File: config.mk
export PLATFORM = sky130hd
export DESIGN_NAME = pipe_stage_reg
export DESIGN_NICKNAME = d
export VERILOG_FILES = /design/src/rtl/pipe_pkg.sv /design/src/rtl/pipe_data_reg.sv /design/src/rtl/pipe_stage_reg.sv
export SDC_FILE = /design/constraint.sdc
export NUM_CORES = 1
export LEC_CHECK = 0
export BUFFER_PORTS_ARGS = -buffer_cell sky130_fd_sc_hd__clkbuf_2
export CORE_MARGIN = 3
export CORE_UTILIZATION = 57
export CTS_CLUSTER_DIAMETER = 120
export DETAILED_ROUTE_END_ITERATION = 10
export PLACE_DENSITY = 0.85
export REMOVE_ABC_BUFFERS = 1
export SYNTH_ARGS = -nofsm -noshare
export SYNTH_HDL_FRONTEND = slang
export SYNTH_SLANG_ARGS = --single-unit
File: constraint.sdc
create_clock -name clk -period 2.6 [get_ports clk]
set_input_delay 0.39 -clock clk [delete_from_list [all_inputs] [get_ports clk]]
set_output_delay 0.39 -clock clk [all_outputs]
set_load 0.005 [all_outputs]
File: src/rtl/pipe_pkg.sv
// Shared definitions for the generic inter-stage pipeline register.
// Holds the occupancy state names, the default payload width and the
// per-stage payload widths that each stage packs into in_data.
package pipe_pkg;

  typedef enum logic [1:0] {
    PS_EMPTY = 2'd0,
    PS_BUSY  = 2'd1,
    PS_FULL  = 2'd2
  } ps_state_e;

  localparam int DEFAULT_DATA_W = 160;

  localparam int IF_ID_W  = 64;
  localparam int ID_EX_W  = 160;
  localparam int EX_MEM_W = 112;
  localparam int MEM_WB_W = 72;

endpackage

File: src/rtl/pipe_data_reg.sv
// DATA_W-wide payload register with load enable and synchronous clear.
// Clear wins over enable; both load RESET_VAL / d on the rising edge.
// Asynchronous active-low reset forces RESET_VAL.
module pipe_data_reg #(
  parameter int              DATA_W    = 8,
  parameter logic [DATA_W-1:0] RESET_VAL = {DATA_W{1'b0}}
) (
  input  logic              clk,
  input  logic              rst,
  input  logic              en,
  input  logic              clr,
  input  logic [DATA_W-1:0] d,
  output logic [DATA_W-1:0] q
);

  // Payload storage: reset/clear to RESET_VAL, otherwise load when enabled.
  always_ff @(posedge clk or negedge rst) begin
    if (!rst) begin
      q <= RESET_VAL;
    end else if (clr) begin
      q <= RESET_VAL;
    end else if (en) begin
      q <= d;
    end
  end

endmodule

File: src/rtl/pipe_stage_reg.sv
// Generic inter-stage pipeline register with a 2-entry skid buffer.
// The main register drives out_data/out_valid; the skid register catches
// the one beat accepted while downstream stalls, so in_ready can be a
// registered signal without losing throughput.
// Optional: define PIPE_STAGE_REG_STALL_CNT_EN to add a saturating 32-bit
// stall_cnt output counting cycles with out_valid=1 and out_ready=0.
//
// Handshake: a beat moves on an interface when valid & ready are both 1 at
// a rising edge. Once out_valid is 1 it stays 1 with out_data stable until
// out_ready is seen; in_valid/in_data may be offered at any time and are
// taken only when in_ready is 1.
module pipe_stage_reg
  import pipe_pkg::*;
#(
  parameter int                DATA_W         = DEFAULT_DATA_W,
  parameter int                CLEAR_ON_FLUSH = 1,
  parameter logic [DATA_W-1:0] RESET_VAL      = {DATA_W{1'b0}}
) (
  input  logic              clk,
  input  logic              rst,
  input  logic              flush,
  input  logic              in_valid,
  output logic              in_ready,
  input  logic [DATA_W-1:0] in_data,
  output logic              out_valid,
  input  logic              out_ready,
  output logic [DATA_W-1:0] out_data
`ifdef PIPE_STAGE_REG_STALL_CNT_EN
  ,
  output logic [31:0]       stall_cnt
`endif
);

  logic              skid_valid;
  logic [DATA_W-1:0] skid_data;

  logic              in_fire;
  logic              out_fire;
  logic              main_en;
  logic              main_from_skid;
  logic              skid_en;
  logic              data_clr;
  logic              out_valid_n;
  logic              skid_valid_n;
  logic [DATA_W-1:0] main_d;

  // Occupancy state, decoded from the two valid flags; kept for debug/checkers.
  ps_state_e state_dbg;

  assign in_fire  = in_valid & in_ready;
  assign out_fire = out_valid & out_ready;
  assign data_clr = flush & (CLEAR_ON_FLUSH != 0);
  assign main_d   = main_from_skid ? skid_data : in_data;

  // Decode occupancy from the valid flags.
  always_comb begin
    state_dbg = PS_EMPTY;
    if (skid_valid) begin
      state_dbg = PS_FULL;
    end else if (out_valid) begin
      state_dbg = PS_BUSY;
    end
  end

  // Next-state and register-enable decisions; flush overrides everything.
  always_comb begin
    main_en        = 1'b0;
    main_from_skid = 1'b0;
    skid_en        = 1'b0;
    out_valid_n    = out_valid;
    skid_valid_n   = skid_valid;
    if (flush) begin
      out_valid_n  = 1'b0;
      skid_valid_n = 1'b0;
    end else begin
      case (state_dbg)
        PS_EMPTY: begin
          if (in_fire) begin
            main_en     = 1'b1;
            out_valid_n = 1'b1;
          end
        end
        PS_BUSY: begin
          if (out_fire && in_fire) begin
            main_en = 1'b1;
          end else if (out_fire) begin
            out_valid_n = 1'b0;
          end else if (in_fire) begin
            skid_en      = 1'b1;
            skid_valid_n = 1'b1;
          end
        end
        PS_FULL: begin
          // in_ready is low here, so only the drain of the main beat matters.
          if (out_fire) begin
            main_en        = 1'b1;
            main_from_skid = 1'b1;
            skid_valid_n   = 1'b0;
          end
        end
        default: begin
          out_valid_n  = 1'b0;
          skid_valid_n = 1'b0;
        end
      endcase
    end
  end

  // Valid flags and the registered in_ready (mirror of the next skid_valid).
  always_ff @(posedge clk or negedge rst) begin
    if (!rst) begin
      out_valid  <= 1'b0;
      skid_valid <= 1'b0;
      in_ready   <= 1'b1;
    end else begin
      out_valid  <= out_valid_n;
      skid_valid <= skid_valid_n;
      in_ready   <= !skid_valid_n;
    end
  end

  pipe_data_reg #(
    .DATA_W    (DATA_W),
    .RESET_VAL (RESET_VAL)
  ) u_main_reg (
    .clk (clk),
    .rst (rst),
    .en  (main_en),
    .clr (data_clr),
    .d   (main_d),
    .q   (out_data)
  );

  pipe_data_reg #(
    .DATA_W    (DATA_W),
    .RESET_VAL (RESET_VAL)
  ) u_skid_reg (
    .clk (clk),
    .rst (rst),
    .en  (skid_en),
    .clr (data_clr),
    .d   (in_data),
    .q   (skid_data)
  );

`ifdef PIPE_STAGE_REG_STALL_CNT_EN
  // Saturating count of downstream stall cycles; only reset clears it.
  always_ff @(posedge clk or negedge rst) begin
    if (!rst) begin
      stall_cnt <= 32'd0;
    end else if (out_valid && !out_ready && (stall_cnt != 32'hFFFF_FFFF)) begin
      stall_cnt <= stall_cnt + 32'd1;
    end
  end
`endif

endmodule
### After elaboration in Yosys (flattened, before gate mapping)

Index checks and enable logic that the tools add are counted.

* flip-flop bits (word level): 323
* bits of input ports: 165
* output and inout bits: 162

* bitwise operators: 2
* reductions and logical operators: 6
* equality and inequality tests: 6
* muxes and demuxes: 29

Operator list (count)
* $mux W160: 5
* $mux W1: 20
* $ne A3 B3 Y1 const B: 3
* $pmux W1 S3: 3
* $reduce_and A4 Y1: 1
* $reduce_bool A2 Y1: 2
* $and A1 B1 Y1: 2
* $eq A2 B1 Y1 const B: 1
* $eq A2 B2 Y1 const B: 1
* $logic_not A2 Y1: 1
* $mux W2: 1
* $ne A2 B2 Y1 const B: 1
* $logic_and A1 B1 Y1: 1
* $logic_not A1 Y1: 1

### Logic depth before layout (Yosys ltp)

* depth after elaboration: 8
* mapped depth: 6
* gate-level depth less buffers: 3

### Modules after synthesis

A second synthesis with hierarchy kept.

* cells, all modules: 1223
* area, all modules: 15467.3 um^2

Modules (own cells, without submodules)
* pipe_data_reg: area an instance 6493.7 um^2, instances 2, cells each 516
* pipe_stage_reg: area an instance 2479.9 um^2, instances 1, cells each 191

### Least setup slack after synthesis

No wires, ideal clock.

* path type: flip-flop to flip-flop
* from: register in_ready
* to: register u_skid_reg.q[26]
* buffers on the path: 3
* cell stages (with the launch flop): 7
* setup time: 0.121 ns
* clock period less this slack: 1.560 ns
* path slack: 1.040 ns
* arrival: 1.439 ns
* cell sequence: dfstp_2 nand3b_4 o21a_1 buf_2 buf_2 buf_2 a22o_1

* longest elaborated chain between the ends: 7
* elaborated cells between the ends (all ways): 8

RTL lines
* start: declaration: RTL line pipe_stage_reg.sv:23 `output logic in_ready,`
* start signal: assignment: RTL line pipe_stage_reg.sv:118 `in_ready <= !skid_valid_n;`
* $and A1 B1 Y1 *: RTL line pipe_stage_reg.sv:50 `assign in_fire = in_valid & in_ready;`
* $mux W1: RTL line pipe_stage_reg.sv:88 `end else if (in_fire) begin`
* $mux W1: RTL line pipe_stage_reg.sv:86 `end else if (out_fire) begin`
* $mux W1 *: RTL line pipe_stage_reg.sv:84 `if (out_fire && in_fire) begin`
* $mux W1 *: RTL line pipe_stage_reg.sv:76 `case (state_dbg)`
* $mux W1 *: RTL line pipe_stage_reg.sv:72 `if (flush) begin`
* $reduce_bool A2 Y1 (no line) *
* end signal: assignment: RTL line pipe_data_reg.sv:19 `q <= RESET_VAL;`
* end signal: assignment: RTL line pipe_data_reg.sv:21 `q <= RESET_VAL;`
* end signal: assignment: RTL line pipe_data_reg.sv:23 `q <= d;`
* end: declaration: RTL line pipe_data_reg.sv:13 `output logic [DATA_W-1:0] q`

Every way passes the cells marked *; elsewhere a longest branch is shown, timed or not.
A chain may end at the register's enable or synchronous reset.

### Worst setup path after layout

* from: register out_valid
* to: register u_main_reg.q[78]

* longest elaborated chain between the ends: 8
* elaborated cells between the ends (all ways): 17

RTL lines
* start: declaration: RTL line pipe_stage_reg.sv:25 `output logic out_valid,`
* start signal: assignment: RTL line pipe_stage_reg.sv:116 `out_valid <= out_valid_n;`
* $mux W1: RTL line pipe_stage_reg.sv:60 `end else if (out_valid) begin`
* $mux W2: RTL line pipe_stage_reg.sv:58 `if (skid_valid) begin`
* $eq A2 B2 Y1: RTL line pipe_stage_reg.sv:76
* $mux W1: RTL line pipe_stage_reg.sv:76
* $mux W1: RTL line pipe_stage_reg.sv:72
* $mux W160: RTL line pipe_stage_reg.sv:53 `assign main_d = main_from_skid ? skid_data : in_data;`
* $mux W160: RTL line pipe_data_reg.sv:22 `end else if (en) begin`
* $mux W160: RTL line pipe_data_reg.sv:20 `end else if (clr) begin`
* end signal: assignment: RTL line pipe_data_reg.sv:19
* end signal: assignment: RTL line pipe_data_reg.sv:21
* end signal: assignment: RTL line pipe_data_reg.sv:23
* end: declaration: RTL line pipe_data_reg.sv:13

Several ways; a longest one is shown, not always the timed one. The select of a mux whose other input is x is not followed.

==> results.json <==
{
  "status": "finished, final reports clean",
  "synthArstFlopShare": 1.00,
  "worst-setup-path-type": "reg -> reg",
  "cts_tree": "done",
  "final_antenna_net_count": 0,
  "cts.sinks": 323,
  "nFillCells": 1442,
  "die_y_um": 157,
  "yosysMostFrequentCell": "dfrtp_1",
  "insertion_delay_ns": 0.54,
  "postCtsSetupBuffers": 0,
  "switching_power_w": 0.00270,
  "drive_above_1_share": 0.338,
  "overflow": 0,
  "wl_per_cell_um": 22.6,
  "clock_path_buffers": 3,
  "cts-root-buf": "clkbuf_16",
  "seq_power_share": 0.482,
  "p_clk_frac": 0.419,
  "antenna_found_initial": 0,
  "hp-class": "in -> reg",
  "nets": 1373,
  "peakVddDrop_v": 0.000513,
  "path_max_fanout": 51,
  "hold_violations": 0,
  "finalPower_w": 0.0113,
  "via_per_inst": 6.23,
  "slew-limit-headroom": 0.619,
  "synth_area_mm2": 0.0130,
  "fin_skew_ns": 0.00650,
  "yosysSeqAreaShare": 0.620,
  "dp_slack_ns": 0.691,
  "synth_top_cells_by_area": "dfrtp_1 (62%), mux2i_1 (12%), a22o_1 (11%)",
  "synth_common_cells": "dfrtp_1 (322), a22o_1 (160), mux2i_1 (160), o2bb2ai_1 (160), buf_2 (41)",
  "synth_top_area_share": 0.618,
  "synth_edf_count": 0,
  "ys.flop_type": "dfrtp_1",
  "die_w_um": 157,
  "setup_slack_ns": 0.785,
  "worstPathRequired_ns": 3.06,
  "diodes": 0,
  "track_usage": 0.271,
  "core_region_area_mm2": 0.0222,
  "met1_usage": 0.368,
  "post-route-period-util": 0.698,
  "dpl.hpwl_mm": 21.6,
  "yosysWarnings": 0,
  "p_leak_nw": 9.05,
  "globalRouteMet3Util": 0.0773,
  "cts_max_level": 1,
  "p_int_w": 0.00862,
  "rsz0062_at_grt": "false",
  "gp_congestion": 0.830,
  "grt_max_degree": 90,
  "pwr-share-comb": 0.099,
  "clk_pin_slew_worst_paths_ns": 0.06,
  "p_per_area_mw_per_mm2": 702,
  "grt_busiest_layer": "met2",
  "cp-start-kind": "flip-flop",
  "drt_iter0_markers": 799,
  "drt_wl_total_mm": 34.1,
  "finalSetupViolCount": 0,
  "grt_pass1_vias": 9854,
  "crit_arrival_ns": 2.27,
  "start_util": 0.588,
  "numPortBuffers": 326,
  "cp-end-kind": "flip-flop",
  "dieArea_mm2": 0.0247,
  "switching_share": 0.238,
  "synth_largest_area_cell": "dfrtp_1",
  "yosysUniqueCellTypes": 24,
  "ys_ff_latch": 323,
  "area_growth_pct": 23.8,
  "dr.pass1.iters": 7,
  "slew_violations": 0,
  "grt_pass1_wl_mm": 53.9,
  "fmax_ghz": 0.551,
  "drc": 0,
  "synth_cells": 906,
  "ioPinCount": 327,
  "num_vias": 9426,
  "hold_ws_ns": 0.0874,
  "synth.avg_cell_area_um2": 14.4,
  "worst_pin_slew_ns": 0.571,
  "cts_made_buffers": 31,
  "gr-usage-met2": 0.436,
  "period_needed_ns": 1.82,
  "drv_cap": 0,
  "rows": 54
}
-- layout by cell type, fill, tap and decap left out, drive strengths merged --
master,instances
a21o,1
buf,30
o21a,1
inv,2
a21oi,1
dfstp,1
dfrtp,322
nor3,1
clkinv,9
nand2,1
a31o,1
a22o,160
nand3b,1
nand4,1
o2bb2ai,160
nand2b,2
clkbuf,369
bufinv,4
o21ai,1
dlygate4sd3,1
mux2i,160
a31oi,2
nand4b,1
-- power groups by stage --
stage / Combinational (W) / Clock [W] / Sequential [W]
2_1_floorplan: 0.000436 / 0 / 0.00552
3_3_place_gp: 0.00109 / 0 / 0.00553
3_5_place_dp: 0.00113 / 0 / 0.00553
4_1_cts: 0.00114 / 0.00481 / 0.00545
5_1_grt: 0.00123 / 0.00502 / 0.00548
6_report: 0.00112 / 0.00475 / 0.00546
-- path summary, 6_finish.rpt --
path                                        from                end  slack (ns)  cells after the start
worst min-delay path                 in_data[58]   u_skid_reg.q[58]        0.09                      2
min in group asynchronous                    rst  u_main_reg.q[158]        0.42                      2
worst max-delay path                   out_valid   u_main_reg.q[78]        0.78                      4
worst min register to register  u_main_reg.q[16]   u_main_reg.q[16]        0.49                      1
worst max register to register         out_valid   u_main_reg.q[78]        0.78                      4
max in group asynchronous                    rst  u_skid_reg.q[105]        1.30                      3
-- metrics by stage --
step | cells | TNS (ns) | utilization | cell area [µm²]
after CTS | 1512 | 0 | 0.728 | 16100
after floorplan | 819 | -1197.63 | - | 12600
after global routing | 1512 | 0 | 0.728 | 16100
final | 1512 | 0 | 0.728 | 16100
after detailed placement | 1454 | 0 | 0.678 | 15000
after global placement | 1454 | 0 | 0.678 | 15000
-- repair_timing --
| item | 4_1_cts | 5_1_grt |
|---|---|---|
| endpoints found under the hold margin | 59 | 0 |
| resized for setup | 0 | 0 |
| hold buffers | 1 | 0 |
-- state kept, by name (all words and copies together) (netlist names) --
| register | flops |
|---|---|
| in_ready | 1 |
| out_valid | 1 |
| skid_valid | 1 |
| u_main_reg.q | 160 |
| u_skid_reg.q | 160 |
-- worst max-delay path, cell delays in order, from the launching register on --
cell and delay (ns):
dfrtp_1 0.46, nand2b_1 0.23, a31oi_4 0.52, buf_12 0.33, o2bb2ai_1 0.16
-- routing by layer --
layer	part of all wire	routed length [µm]
met3	0.085	2920
met5	0	0
met1	0.41	14000
met2	0.48	16300
met4	0.026	889
-- area by class of cell --
class | instances | area [µm²] | share of cell area
Clock buffer | 44 | 925 | 0.0573
Clock inverter | 13 | 169 | 0.0105
Inverter | 2 | 7.51 | 0.000465
Multi-Input combinational cell | 494 | 4540 | 0.282
Sequential cell | 323 | 8080 | 0.501
Tap cell | 280 | 350 | 0.0217
Timing Repair Buffer | 356 | 2060 | 0.127
-- cell families after synthesis --
family / share of synthesized area
AOI/OAI and AO/OA: 0.219
and+or+nand+nor: 0.00538
buffers and inverters: 0.0327
muxes: 0.123
DFF: 0.620
Power figures use the tool's default switching activity.
